`src/rtl/idli_pkg.sv`:
```
// Shared types and default widths for the idli core.
// Control FSM states and slice counter type live here.
package idli_pkg;

  localparam int SLICE_W = 4;
  localparam int DATA_W  = 16;
  localparam int CTR_W   = $clog2(DATA_W / SLICE_W);

  typedef logic [CTR_W-1:0] ctr_t;

  typedef enum logic [2:0] {
    STARTUP,
    FETCH,
    RUN,
    REDIRECT,
    HALT
  } ctrl_state_t;

endpackage

```
`src/rtl/idli_ctrl_ctr_m.sv`:
```
// Free-running slice counter with first/last slice strobes.
// SLICES is a power of two, so the counter wraps naturally.
module idli_ctrl_ctr_m #(
  parameter  int SLICES = 4,
  localparam int CTR_W  = $clog2(SLICES)
) (
  input  logic             clk,
  input  logic             rst_n,
  output logic [CTR_W-1:0] ctr,
  output logic             first,
  output logic             last
);

  always_ff @(posedge clk or negedge rst_n) begin
    if (!rst_n) ctr <= '0;
    else        ctr <= ctr + 1'b1;
  end

  assign first = (ctr == '0);
  assign last  = &ctr;

endmodule

```
`src/rtl/idli_ctrl_m.sv`:
```
// Core sequencing: startup delay, fetch/run/redirect/halt FSM.
// All state changes happen on the last slice of a word.
module idli_ctrl_m #(
  parameter  int SLICE_W       = idli_pkg::SLICE_W,
  parameter  int DATA_W        = idli_pkg::DATA_W,
  parameter  int STARTUP_WORDS = 2,
  parameter  int TIMEOUT_WORDS = 15,
  localparam int SLICES        = DATA_W / SLICE_W,
  localparam int CTR_W         = $clog2(SLICES)
) (
  input  logic             i_ctrl_gck,
  input  logic             i_ctrl_rst_n,
  output logic [CTR_W-1:0] o_ctrl_ctr,
  output logic             o_ctrl_first,
  output logic             o_ctrl_last,
  input  logic             i_ctrl_instr_vld,
  output logic             o_ctrl_issue,
  input  logic             i_ctrl_redirect,
  output logic             o_ctrl_sqi_redirect,
  input  logic             i_ctrl_halt,
  output logic             o_ctrl_halted,
  output logic             o_ctrl_err
);

  import idli_pkg::*;

  localparam int CNT_W = $clog2(STARTUP_WORDS + TIMEOUT_WORDS + 1);
  typedef logic [CNT_W-1:0] cnt_t;

  ctrl_state_t state;
  cnt_t        cnt;
  logic        redir_pend;
  logic        halt_pend;
  logic        redir_any;
  logic        halt_any;
  logic        live;

  idli_ctrl_ctr_m #(
    .SLICES (SLICES)
  ) u_ctr (
    .clk   (i_ctrl_gck),
    .rst_n (i_ctrl_rst_n),
    .ctr   (o_ctrl_ctr),
    .first (o_ctrl_first),
    .last  (o_ctrl_last)
  );

  // A pulse landing on the boundary cycle counts as already pending.
  assign redir_any = redir_pend | i_ctrl_redirect;
  assign halt_any  = halt_pend | i_ctrl_halt;
  assign live      = (state != STARTUP) && (state != HALT);

  assign o_ctrl_sqi_redirect =
    o_ctrl_last & live & redir_any & ~halt_any;

  always_ff @(posedge i_ctrl_gck or negedge i_ctrl_rst_n) begin
    if (!i_ctrl_rst_n) begin
      state         <= STARTUP;
      cnt           <= '0;
      o_ctrl_issue  <= 1'b0;
      o_ctrl_halted <= 1'b0;
      o_ctrl_err    <= 1'b0;
      redir_pend    <= 1'b0;
      halt_pend     <= 1'b0;
    end else if (state != HALT) begin
      redir_pend <= redir_any;
      halt_pend  <= halt_any;
      if (o_ctrl_last) begin
        priority case (1'b1)
          halt_any: begin
            state         <= HALT;
            o_ctrl_issue  <= 1'b0;
            o_ctrl_halted <= 1'b1;
            redir_pend    <= 1'b0;
            halt_pend     <= 1'b0;
          end
          (state == STARTUP): begin
            if (cnt == cnt_t'(STARTUP_WORDS - 1)) begin
              state <= FETCH;
              cnt   <= '0;
            end else begin
              cnt <= cnt + 1'b1;
            end
          end
          redir_any: begin
            state        <= REDIRECT;
            cnt          <= '0;
            o_ctrl_issue <= 1'b0;
            redir_pend   <= 1'b0;
          end
          (state == RUN): begin
            o_ctrl_issue <= i_ctrl_instr_vld;
          end
          i_ctrl_instr_vld: begin
            state        <= RUN;
            o_ctrl_issue <= 1'b1;
          end
          default: begin
            o_ctrl_issue <= 1'b0;
            if (cnt != cnt_t'(TIMEOUT_WORDS))
              cnt <= cnt + 1'b1;
            if (cnt >= cnt_t'(TIMEOUT_WORDS - 1))
              o_ctrl_err <= 1'b1;
          end
        endcase
      end
    end
  end

endmodule
```
`config.mk`:
```
export PLATFORM = sky130hd
export DESIGN_NAME = idli_ctrl_m
export DESIGN_NICKNAME = d
export VERILOG_FILES = /design/src/rtl/idli_pkg.sv /design/src/rtl/idli_ctrl_ctr_m.sv /design/src/rtl/idli_ctrl_m.sv
export SDC_FILE = /design/constraint.sdc
export NUM_CORES = 1
export LEC_CHECK = 0
export CORE_UTILIZATION = 58
export CTS_BUF_LIST = sky130_fd_sc_hd__clkbuf_2 sky130_fd_sc_hd__clkbuf_4 sky130_fd_sc_hd__clkbuf_8
export DETAILED_ROUTE_END_ITERATION = 16
export PLACE_DENSITY = 0.86
export SETUP_SLACK_MARGIN = 0.1
export SYNTH_ARGS = -nofsm -noshare
export SYNTH_HDL_FRONTEND = slang
export SYNTH_SLANG_ARGS = --single-unit
export TNS_END_PERCENT = 5
```
`constraint.sdc`:
```
create_clock -name i_ctrl_gck -period 5.9 [get_ports i_ctrl_gck]
set_input_delay 1.18 -clock i_ctrl_gck [delete_from_list [all_inputs] [get_ports i_ctrl_gck]]
set_output_delay 1.18 -clock i_ctrl_gck [all_outputs]
set_load 0.005 [all_outputs]
```
======== After elaboration in Yosys (flattened, before gate mapping) ========
Cells that the tools add are included.
cells by class
  add/sub/neg operators ................... 2
  reduce and logical (&&, ||, !) cells .... 12
  muxes and demuxes ....................... 21
  order comparisons ....................... 1
  bitwise operators ....................... 10
  eq/ne operators ......................... 9
operators with widths
  kind                                                   count
  2-to-1 mux 5 bit                                       6
  2-to-1 mux 3 bit                                       6
  2-to-1 mux 1 bit                                       9
  AND reduction 9 bit                                    1
  AND reduction 4 bit                                    2
  AND reduction 7 bit                                    1
  inequality test 3 bit, second input constant           2
  AND reduction 6 bit                                    1
  nonzero test 3 bit                                     2
  adder 5 x 1 -> 5 bit, second input constant            1
  equality test 5 x 1 -> 1 bit, second input constant    1
  >= comparator 5 x 4 -> 1 bit, second input constant    1
  inequality test 5 x 4 -> 1 bit, second input constant  1
  inverter 1 bit                                         5
  inequality test 4 bit, second input constant           1
  nonzero test 4 bit                                     1
  AND 1 bit                                              3
  equality test 3 x 2 -> 1 bit, second input constant    1
  logical NOT 3 bit                                      1
  inequality test 3 x 1 -> 1 bit, second input constant  1
  inequality test 3 x 2 -> 1 bit, second input constant  1
  adder 2 x 1 -> 2 bit, second input constant            1
  logical NOT 2 bit                                      1
  inequality test 2 bit, second input constant           1
  3 further kinds                                        4
word-level totals
  logic and storage cells ................. 63
  register bits ........................... 15
  output and inout port bits .............. 8
  bits of input ports ..................... 5

======== Logic depth before layout (Yosys ltp) ========
  word-level depth ........................ 6
  depth in mapped cells ................... 6
  depth with buffers taken out ............ 6

======== By module ========
Synthesis repeated with hierarchy kept, for this count alone.
second synthesis, totals
  cells, all modules ...................... 89
  area, all modules ....................... 923.4 um^2
modules (own cells, without submodules)
  module           area an instance (um^2)  times used  cells an instance  seq. area each (um^2)
  idli_ctrl_m      840.8                    1           83                 325.3
  idli_ctrl_ctr_m  82.6                     1           6                  50.0

======== Worst setup path after synthesis ========
No wires, ideal clock.
  kind .................................... input-to-output
  start ................................... in i_ctrl_halt
  end ..................................... out o_ctrl_sqi_redirect
  cell stages on the path ................. 2
  data arrival time ....................... 1.690 ns
  required time ........................... 4.720 ns
  path buffers ............................ 0
  setup slack ............................. 3.030 ns
  cells stage by stage .................... or2_2 -> nor3_1
on the way
  word-level cells in the longest chain between the ends .. 3
RTL lines
  what                             RTL line           source
  start: declaration               idli_ctrl_m.sv:20  input logic i_ctrl_halt,
  OR 1 bit                         idli_ctrl_m.sv:50  assign halt_any = halt_pend | i_ctrl_halt;
  inverter 1 bit (no source line)  -
  AND 1 bit                        idli_ctrl_m.sv:54  o_ctrl_last & live & redir_any & ~halt_any;
  end: declaration                 idli_ctrl_m.sv:19  output logic o_ctrl_sqi_redirect,
No other way between the ends.

======== Worst setup path after layout ========
Ends and elaborated chain as after synthesis.

==> impl_metrics.csv <==
group,metric,value,unit
clock_network,cts_root_buffer,"clkbuf_4",
grt,antenna_found_initial,0,
logic_synthesis,synth_compound_area_share,18.9,%
worst_setup_path,crit_type,"primary input to primary output",
detailed_routing,initialDrtViolationCount,8,
layout,num-fill-cells,104,
clock_network,insertion_delay,0.29,ns
logic_synthesis,ys_seq_area_share,46.9,%
timing,rsz0062_at_grt,"no",
die,die_y,39.1,um
clock_network,cts_max_path_buffers,2,
logic_synthesis,ys_ff_latch,15,
timing,maxClockFrequency,261,MHz
worst_setup_path,r2r_start,"cnt[0]$_DFFE_PN0P_",
worst_setup_path,cp_data_arrival_time,2.66,ns
logic_synthesis,synth.avg_cell_area,10.5,um2
timing,relSlewSlack,54.6,%
timing,report.final.slew_viol_count,0,
logic_synthesis,synthMuxAreaShare,1.25,%
layout,final_area,966,um2
worst_setup_path,crit_start,"i_ctrl_halt",
timing,hold_viol,0,
place,place_area,938,um2
grt,grt-ovfl-total,0,
power_and_ir_drop,peakVddDrop,215,uV
detailed_routing,vias,656,
grt,grt_pass1_wl,2.47,mm
hold_path,worstHoldPathType,"flop to flop",
die,initial_utilization,62.2,%
detailed_routing,drc,0,
clock_network,cts_hold_buf,0,
timing,hold_slack,0.473,ns
clock_network,tritoncts,"yes",
timing,tightest_slew,0.679,ns
place,port-buffer-count,12,
outcome,status,"complete, no violations",
logic_synthesis,async_reset_ff_share,100,%
power_and_ir_drop,power_density,319,nW/um2
clock_network,cts_setup_buffers,0,
layout,drive_above_1_share,14.1,%
die,ioPinCount,13,
logic_synthesis,syn_nets,87,
logic_synthesis,synth-edff-count,0,
timing,fin_crit_sh,65.0,%
clock_network,path_clk_slew,0.09,ns
layout,stdcell_count,107,
layout,area_growth,20.8,%
place,dp_cells,103,
detailed_routing,vias_per_cell,6.13,
die,coreArea,1280,um2
detailed_routing,ant_nets,0,
detailed_routing,postRouteWirelength,1.65,mm
logic_synthesis,synth_top_family_by_area,"simple AND/OR/NAND/NOR gates",
worst_setup_path,worstPathMaxFanout,4,
detailed_routing,routedWlPerCell,15.4,um
clock_network,cts_sinks,15,
logic_synthesis,synth_area,800,um2
timing,finalSetupTns,0,ns
clock_network,cts_buffers,3,
worst_setup_path,startpoint_type,"primary input",
logic_synthesis,ys_warn_count,0,
timing,fin_crit,3.84,ns
timing,fin_skew,0.00401,ns
place,gp_congestion,0.744,
layout,n_antenna_cell,0,
layout,nets,104,
die,die_area,1530,um2
timing,setup_violations,0,
die,die_w,39.1,um
clock_network,cts_resized,0,
hold_path,hold_path.startpoint,"o_ctrl_halted$_DFFE_PN0P_",
grt,grt_pass1_vias,596,
power_and_ir_drop,leakage,0.428,nW
clock_network,h-tree-depth,1,
run,maxCapViolCount,0,
worst_setup_path,worstSetupEndpointType,"primary output",
logic_synthesis,synth-xor-area-share,0,%
worst_setup_path,worst_ep_required_time,4.72,ns
grt,grt_max_degree,16,
place,dpl.hpwl,1.25,mm
grt,grt_use_total,25.7,%
logic_synthesis,synth_top_flop_cell,"dfrtp_1",
detailed_routing,dr.pass1.iters,4,
logic_synthesis,synthDistinctLibCells,31,
die,rows,13,
logic_synthesis,synthSimpleGateAreaFrac,20.7,%
logic_synthesis,synthAdderAreaFrac,9.39,%
logic_synthesis,syn_inst,76,
## kinds of logic after synthesis
logic type / after synthesis
and+or+nand+nor: 27
AOI/OAI and AO/OA: 21
adders and majority gates: 6
buffers and inverters: 6
muxes: 1
DFF: 15
## final timing paths
| check | to | slack (ns) | depth (start not counted) |
|---|---|---|---|
| worst max register to register | cnt[2]$_DFFE_PN0P_ | 3.77 | 6 |
| min in group asynchronous | state[1]$_DFFE_PN0P_ | 1.30 | 1 |
| worst max-delay path | o_ctrl_sqi_redirect | 2.06 | 4 |
| max in group asynchronous | o_ctrl_halted$_DFFE_PN0P_ | 4.17 | 1 |
| worst min-delay path | o_ctrl_halted$_DFFE_PN0P_ | 0.47 | 1 |
| worst min register to register | o_ctrl_halted$_DFFE_PN0P_ | 0.47 | 1 |
## layout make-up
class	count	area, um2	area share, %
well taps	15	18.8	1.94
multi-input cells	55	402	41.6
repair buffers	12	120	12.4
clock inverters	1	5.00	0.518
clock buffers	3	22.5	2.33
inverters	6	22.5	2.33
flip-flops and latches	15	375	38.9
## worst max-delay path: stages
cell             delay [ns]
clkdlybuf4s50_1        0.44
or2_2                  0.35
nor3_1                 0.17
clkdlybuf4s50_1        0.52
## synthesized netlist by cell type, types with 2 or more instances
library cell | n | area (um2)
and3_1 | 2 | 12.5
nor3_1 | 2 | 10.0
nor2_1 | 4 | 15.0
o2bb2ai_1 | 3 | 26.3
inv_1 | 6 | 22.5
a21oi_1 | 5 | 25.0
o21ai_0 | 3 | 15.0
a31oi_1 | 2 | 12.5
ha_1 | 6 | 75.1
nand2_1 | 4 | 15.0
dfrtp_1 | 15 | 375
or2_2 | 5 | 31.3
## routing by layer
metal	share of wire [%]	track usage [%]	up-vias
met4	2.4	15.5	0
met1	42	27.6	326
met2	53	45.4	12
met5	0	0	-
li1	-	-	313
met3	3.1	5.20	5
## where the power goes
part	total, mW	switching [mW]	internal, mW	leakage (nW)
sequential	0.151	0.0265	0.125	0.176
combinational	0.0975	0.0525	0.0449	0.234
clock	0.0591	0.0339	0.0252	0.0177
total	0.308	0.113	0.195	0.428
## flip-flops by register name (all words and copies together) (netlist names)
register / cells
u_ctr.ctr: 2
o_ctrl_issue: 1
o_ctrl_halted: 1
cnt: 5
redir_pend: 1
o_ctrl_err: 1
state: 3
halt_pend: 1
## stage by stage
step                worst slack [ns]  util (%)  total power [mW]
floorplan                       3.03         -             0.220
global placement                2.10      73.0             0.243
detailed placement              2.07      73.0             0.250
CTS                             2.07      75.2             0.310
global route                    2.02      75.2             0.326
finish                          2.06      75.2             0.308
## layout by cell type, fill, tap and decap left out, drive strengths merged, types with 3 or more instances in the layout
master,instances
nand2,4
or2,5
dfrtp,15
a21oi,5
clkdlybuf4s50,12
ha,6
o2bb2ai,3
clkbuf,3
nor2,4
inv,6
o21ai,4
No activity file was read; power rests on OpenSTA's default activity.
